<file path="config.mk">
export PLATFORM = sky130hd
export DESIGN_NAME = inv_bist
export DESIGN_NICKNAME = d
export VERILOG_FILES = /design/src/rtl/inv_bist.sv
export SDC_FILE = /design/constraint.sdc
export NUM_CORES = 1
export LEC_CHECK = 0
export ABC_AREA = 1
export BUFFER_PORTS_ARGS = -buffer_cell sky130_fd_sc_hd__clkbuf_2
export CAP_MARGIN = 30
export CORE_MARGIN = 2
export CORE_UTILIZATION = 50
export CTS_CLUSTER_DIAMETER = 200
export DETAILED_ROUTE_END_ITERATION = 10
export PLACE_DENSITY = 0.82
export RECOVER_POWER = 100
export SLEW_MARGIN = 20
export SYNTH_ARGS = -nofsm -noshare
export SYNTH_HDL_FRONTEND = slang
export SYNTH_SLANG_ARGS = --single-unit
</file>
<file path="constraint.sdc">
create_clock -name clk -period 2.3 [get_ports clk]
set_input_delay 0.69 -clock clk [delete_from_list [all_inputs] [get_ports clk]]
set_output_delay 0.69 -clock clk [all_outputs]
set_load 0.02 [all_outputs]
</file>
<file path="src/rtl/inv_bist.sv">
// Built-in self-test sequencer for a bank of WIDTH inverter cells.
// Walks NUM_PAT counting patterns onto the cells' inputs and holds each one
// for SETTLE_CYC cycles. It then samples the cells' outputs against the
// lane-wise inverse of the driven value. It keeps a saturating count of bad
// patterns and the index of the first bad pattern. At the end of a run it
// reports pass/fail.
module inv_bist #(
  parameter int WIDTH      = 4,
  parameter int NUM_PAT    = 16,
  parameter int SETTLE_CYC = 2,
  parameter int ERR_W      = 8,
  localparam int IDX_W     = (NUM_PAT > 2) ? $clog2(NUM_PAT) : 1
) (
  input  logic             clk,
  input  logic             rst_n,
  input  logic             start,
  output logic [WIDTH-1:0] drv,
  input  logic [WIDTH-1:0] obs,
  output logic             busy,
  output logic             done,
  output logic             pass,
  output logic [ERR_W-1:0] err_count,
  output logic             fail_seen,
  output logic [IDX_W-1:0] first_fail_idx
);

  localparam int CNT_W = (SETTLE_CYC > 1) ? $clog2(SETTLE_CYC) : 1;

  localparam logic [CNT_W-1:0] CNT_INIT = CNT_W'(SETTLE_CYC - 1);
  localparam logic [IDX_W-1:0] IDX_LAST = IDX_W'(NUM_PAT - 1);
  localparam logic [ERR_W-1:0] ERR_MAX  = {ERR_W{1'b1}};

  typedef enum logic [1:0] {
    IDLE   = 2'd0,
    SETTLE = 2'd1,
    CHECK  = 2'd2,
    DONE   = 2'd3
  } state_t;

  state_t           state_q, state_d;
  logic [IDX_W-1:0] idx_q, idx_d;
  logic [CNT_W-1:0] cnt_q, cnt_d;
  logic [WIDTH-1:0] drv_q, drv_d;
  logic [ERR_W-1:0] err_q, err_d;
  logic             fail_q, fail_d;
  logic [IDX_W-1:0] ffi_q, ffi_d;
  logic             done_q, done_d;
  logic             pass_q, pass_d;
  logic             mismatch;

  // The pattern is the pattern index taken modulo 2^WIDTH. The sized cast
  // truncates when the index is wider than the bank. It zero-extends when
  // the index is narrower.
  function automatic logic [WIDTH-1:0] patternOf(input logic [IDX_W-1:0] k);
    return WIDTH'(k);
  endfunction

  // A pattern is bad if any lane fails to invert the value driven onto it.
  assign mismatch = (obs != ~drv_q);

  // State and result registers, cleared immediately by reset even mid-run.
  always_ff @(posedge clk or negedge rst_n) begin
    if (!rst_n) begin
      state_q <= IDLE;
      idx_q   <= '0;
      cnt_q   <= '0;
      drv_q   <= '0;
      err_q   <= '0;
      fail_q  <= 1'b0;
      ffi_q   <= '0;
      done_q  <= 1'b0;
      pass_q  <= 1'b0;
    end else begin
      state_q <= state_d;
      idx_q   <= idx_d;
      cnt_q   <= cnt_d;
      drv_q   <= drv_d;
      err_q   <= err_d;
      fail_q  <= fail_d;
      ffi_q   <= ffi_d;
      done_q  <= done_d;
      pass_q  <= pass_d;
    end
  end

  // Sequencing and checking: accept start, hold each pattern for the settle
  // window, then judge it and either step to the next pattern or finish.
  always_comb begin
    state_d = state_q;
    idx_d   = idx_q;
    cnt_d   = cnt_q;
    drv_d   = drv_q;
    err_d   = err_q;
    fail_d  = fail_q;
    ffi_d   = ffi_q;
    done_d  = done_q;
    pass_d  = pass_q;

    unique case (state_q)
      IDLE, DONE: begin
        if (start) begin
          idx_d   = '0;
          drv_d   = patternOf('0);
          cnt_d   = CNT_INIT;
          err_d   = '0;
          fail_d  = 1'b0;
          ffi_d   = '0;
          done_d  = 1'b0;
          pass_d  = 1'b0;
          state_d = SETTLE;
        end
      end

      SETTLE: begin
        if (cnt_q == '0) begin
          state_d = CHECK;
        end else begin
          cnt_d = cnt_q - 1'b1;
        end
      end

      CHECK: begin
        if (mismatch) begin
          if (err_q != ERR_MAX) begin
            err_d = err_q + 1'b1;
          end
          if (!fail_q) begin
            fail_d = 1'b1;
            ffi_d  = idx_q;
          end
        end
        if (idx_q == IDX_LAST) begin
          state_d = DONE;
          done_d  = 1'b1;
          pass_d  = !(fail_q || mismatch);
        end else begin
          idx_d   = idx_q + 1'b1;
          drv_d   = patternOf(idx_q + 1'b1);
          cnt_d   = CNT_INIT;
          state_d = SETTLE;
        end
      end

      default: begin
        state_d = IDLE;
      end
    endcase
  end

  assign busy           = (state_q == SETTLE) || (state_q == CHECK);
  assign drv            = drv_q;
  assign done           = done_q;
  assign pass           = pass_q;
  assign err_count      = err_q;
  assign fail_seen      = fail_q;
  assign first_fail_idx = ffi_q;

endmodule

</file>
Word level (Yosys, flattened, before mapping)
Cells that the tools add are included.
{"block": "word_totals", "register_bits": 22, "latch_bits": 0, "ramBits": 0, "rom_bits": 0, "inputBits": 7, "memories": 0}
{"block": "op_classes", "add_sub_neg": 3, "multipliers": 0, "div_mod_pow": 0, "order_cmp": 0, "eq_ne": 13, "n_shift": 0, "muxes": 25, "bitwise_logic": 1, "n_reduce_logical": 13}
{"op": "two-way mux 8 bit", "count": 3}
{"op": "two-way mux 4 bit", "count": 4}
{"op": "case mux 4 bit (2 select lines)", "count": 2}
{"op": "case mux 8 bit (2 select lines)", "count": 1}
{"op": "!= test 2 bit (second input constant)", "count": 7}
{"op": "AND reduction 3 bit", "count": 3}
{"op": "adder 8 x 1 -> 8 bit (second input constant)", "count": 1}
{"op": "!= test 8 bit (second input constant)", "count": 1}
{"op": "AND reduction 4 bit", "count": 2}
{"op": "two-way mux 1 bit", "count": 7}
{"op": "two-way mux 2 bit", "count": 3}
{"op": "case mux 1 bit (2 select lines)", "count": 3}
{"op": "case mux 2 bit (3 select lines)", "count": 1}
{"op": "adder 4 x 1 -> 4 bit (second input constant)", "count": 1}
{"op": "== test 2 bit (second input constant)", "count": 2}
{"op": "== test 4 bit (second input constant)", "count": 1}
{"op": "!= test 4 bit", "count": 1}
{"op": "inverter 4 bit", "count": 1}
{"op": "AND reduction 2 bit", "count": 2}
{"op": "case mux 1 bit (3 select lines)", "count": 1}
{"op": "== test 2 x 1 -> 1 bit (second input constant)", "count": 1}
{"op": "zero test 2 bit", "count": 1}
{"op": "logical OR 1 bit", "count": 2}
{"op": "nonzero test 2 bit", "count": 1}
{"op": "other kinds (3)", "count": 3}

Logic depth before layout (Yosys ltp)
{"block": "depth", "ltp_word": 6, "mapped_depth": 10}

Worst setup path before layout
No wires, ideal clock.
{"block": "synth_timing", "path_type": "register -> register", "from": "reg state_q[0]", "to": "reg ffi_q[0], in the netlist first_fail_idx[0]", "t_arrival_ns": 1.458, "path_slack_ns": 0.725, "path_stages_with_launch": 10, "n_path_buf": 1, "synth_period_minus_slack_ns": 1.575, "path_cell_list": "dfrtp_1 > inv_1 > ha_1 > inv_2 > nor2_2 > a21oi_4 > buf_6 > nand3_2 > nand2_1 > nand2_1"}
{"block": "synth_via", "elab_chain_cells": 4}
{"item": "start: declaration", "line": "40", "source": "state_t state_q, state_d;"}
{"item": "start signal: assignment", "line": "74", "source": "state_q <= state_d;"}
{"item": "== test 2 bit / zero test 2 bit (equally long branches)", "line": "99", "source": "unique case (state_q)"}
{"item": "OR reduction 2 bit", "line": "99"}
{"item": "!= test 2 bit (no line) / nonzero test 2 bit (equally long branches)"}
{"item": "AND reduction 4 bit (no line)"}
{"item": "end signal: assignment", "line": "80", "source": "ffi_q <= ffi_d;"}
{"item": "end: declaration", "line": "46", "source": "logic [IDX_W-1:0] ffi_q, ffi_d;"}
Parallel ways exist; a longest one is shown, timed or not.
A chain may end at the register's enable or synchronous reset.

Final worst setup path
{"block": "layout_timing", "from": "reg state_q[0]", "to": "out busy"}
{"block": "layout_via", "elab_chain_cells": 2}
{"item": "== test 2 x 1 -> 1 bit / == test 2 bit (equally long branches)", "line": "150", "source": "assign busy = (state_q == SETTLE) || (state_q == CHECK);"}
{"item": "logical OR 1 bit *", "line": "150"}
{"item": "end: declaration", "line": "19", "source": "output logic busy,"}
Every way passes the cells marked *; elsewhere a longest branch is shown, timed or not.

==> impl_metrics.ini <==
[cts]
cts_made_buffers = 3
clkSinkCount = 22
post_cts_buffers = 0
h-tree-depth = 1
ctsResizeCount = 0
tritoncts = done
clk_pin_slew_ps = 120
cts-hold-fix-buffers = 0
clockRootBuffer = clkbuf_4
clk_latency_ps = 310
clockBufferDepth = 2

[synthesis]
yosys.area_share.simple_pct = 37.46
muxShareOfSynthArea_pct = 0.7168
synth_top_area_cell = dfrtp_1
synthTopCellsByArea = dfrtp_1 (39%), nand2_1 (16%), nor2_1 (4.8%)
yosysWarnings = 0
synth_nets = 192
synthDistinctLibCells = 29
syn_area_per_cell_um2 = 7.757
ys_seq_area_share_pct = 39.43
synth_top_family_by_area = simple AND/OR/NAND/NOR gates
synth_area_um2 = 1396
ys_ff_latch = 22
synth_xor_area_share_pct = 0
synthCells = 180
yosys.area.top_type_share_pct = 39.43
synth_adder_area_share_pct = 4.480
synth_compound_area_share_pct = 8.781

[placement]
port_buffers = 26
dpl.hpwl_um = 2087
gp_congestion = 0.8199

[layout]
area_growth_pct = 8.871
nets = 221
multi_input_comb_area_um2 = 690.7
antenna_cells = 0
drive_gt1_share_pct = 13.46
fillers = 303
regArea_um2 = 550.5

[timing]
fin_setup_tns_ps = 0
relSlewSlack_pct = 21.90
min_period_over_period_pct = 92.38
finalSetupViolations = 0
skew_ps = 6.025
rsz0062_at_grt = false
fin_crit_ps = 2125
fmax_mhz = 470.6
final-max-slew-violation-count = 0
hold_violations = 0
tightest_slew_ps = 1172

[global_route]
grt_max_degree = 23
antenna_found_initial = 0
grt_pass1_vias = 1088
grt_pass1_wl_um = 4781
grtUsageTotal_pct = 18.74
overflow = 0

[worst_setup_path]
criticalPathCategory = flop to output port
worst_path_max_delay_cell = dfrtp_1
critPathLaunchType = flop
worstPathArrival_ps = 1430
crit_required_ps = 1610
endpoint_kind = output port
r2r-end = err_count[0]
reg2reg_from = state_q[0]
r2r_slack_ps = 300
crit_path_start = state_q[0]
crit_path_max_incr_delay_ps = 400
path_cells = inv_1 > ha_1 > inv_2 > clkbuf_1
crit_path_max_fanout = 5
rr_worst_depth = 9
cp-endpoint = busy

[floorplan]
rows = 19
die-area_um2 = 3231
io_pins = 27
start_util_pct = 51.52
dieHeight_um = 56.85
fp.coreArea_um2 = 2710
dieWidth_um = 56.85

[detailed_routing]
routed_via_density = 5.113
drc = 0
drtAntennaViolNets = 0
dr_total_vias = 1222
routed_wl_um = 2674
met2_length_um = 1256
highest_layer = met4
wl_met1_um = 1275
drt_iter0_drc = 52
wire_per_inst_um = 11.19
met3_length_um = 131
dr.pass1.iters = 6

[power]
power.share.sequential_pct = 35.6
pwr-share-clk_pct = 14.7
switchingPower_mw = 0.6981
vdd_drop_max_v = 0.0008641
intPower_mw = 0.7697
leakage_nw = 0.8033
power.density_nw_per_um2 = 965.5
power.share.switching_pct = 47.56
p_comb_share_pct = 49.7
p_total_mw = 1.468

[outcome]
outcome = completed

[job]
max_cap_violations = 0

[hold_path]
worst_hold_path_type = flop to flop
## cell usage after synthesis
master    number
mux2i_1        1
inv_1         17
nor2_1        18
inv_2          5
a22oi_1        1
nand3_2        2
o21ai_0        7
o211ai_2       1
buf_6          3
a21oi_2        1
a21oi_4        1
o211ai_1       1
o21ai_1        1
a21oi_1        3
nand3_1        7
o21a_1         1
nand2_2        3
nor2_4         2
nor2_2         4
nor3b_2        1
nor3_1         1
buf_2          1
o21bai_1       1
inv_4          1
nand4_1        9
ha_1           5
dfrtp_1       22
nand4_4        2
nand2_1       58
## flip-flops by register name, summed over array words and instances, names as in the netlist
| signal | flops |
|---|---|
| pass | 1 |
| fail_seen | 1 |
| state_q | 2 |
| done | 1 |
| drv | 4 |
| cnt_q | 1 |
| first_fail_idx | 4 |
| err_count | 8 |
## cells by family (layout without fill, tap and decap cells)
group / Yosys count / after routing
compound gates: 18 / 18
fa+ha+maj: 5 / 5
buf+inv: 27 / 55
flops: 22 / 22
mux: 1 / 1
simple gates: 107 / 107
## worst min-delay path by stage
stage / startpoint / to / slack [ps] / cells after the start
after global placement: first_fail_idx[1] / first_fail_idx[1] / 460 / 2
after CTS: rst_n / err_count[5] / 340 / 1
final: first_fail_idx[2] / first_fail_idx[2] / 490 / 2
after detailed placement: first_fail_idx[1] / first_fail_idx[1] / 460 / 2
after floorplan: rst_n / cnt_q / 390 / 0
after global routing: first_fail_idx[1] / first_fail_idx[1] / 510 / 2
## routing by layer
| layer | global-route usage [%] | vias up |
|---|---|---|
| met5 | 0 | - |
| met4 | 4.319 | 0 |
| met2 | 28.90 | 26 |
| met3 | 5.300 | 2 |
| met1 | 26.21 | 555 |
| li1 | - | 639 |
## final cells by class
cell class / instances / share of cell area [%]
sequential: 22 / 36.21
inverter: 23 / 5.844
tap: 31 / 2.551
clock buffer: 4 / 2.387
multi-input combinational: 131 / 45.43
timing repair buffer: 28 / 7.572
## metrics by stage
stage	cells	utilization (%)	cell area, um2	setup WS, ps	hold slack (ps)
finish	239	56.09	1520	175.2	487.4
global route	239	56.09	1520	76.09	513.4
CTS	239	58.22	1578	209.9	344.8
detailed placement	235	56.88	1541	536.7	462.7
global placement	235	56.88	1541	611.3	461.2
floorplan	180	-	1396	724.7	394.4
## worst max-delay path: cells and delay by family (launching register included)
| kind | cells | cell delay [ps] |
|---|---|---|
| buf+inv | 3 | 420 |
| fa+ha+maj | 1 | 300 |
| flops | 1 | 400 |
## power groups by stage
stage          sequential (mW)  combinational, mW  clock (mW)
6_report                 0.522              0.730       0.215
5_1_grt                  0.535              0.833       0.239
4_1_cts                  0.523              0.794       0.224
3_5_place_dp             0.531              0.794           0
3_3_place_gp             0.531              0.775           0
2_1_floorplan            0.567              0.600           0
## cells in the final DEF, fill, tap and decap left out, types with 2 or more instances in the layout
master / Yosys / final
nand2_1: 58 / 59
dfrtp_1: 22 / 22
clkbuf_1: 0 / 22
nor2_1: 18 / 19
inv_1: 17 / 17
nand4_1: 9 / 9
nand3_1: 7 / 8
o21ai_0: 7 / 7
inv_2: 5 / 5
ha_1: 5 / 5
clkbuf_2: 0 / 5
nor2_2: 4 / 3
a21oi_1: 3 / 3
clkbuf_4: 0 / 3
nand2_2: 3 / 2
a21oi_2: 1 / 2
nor2_4: 2 / 2
nand4_4: 2 / 2
o211ai_1: 1 / 2
Power figures use the tool's default switching activity.
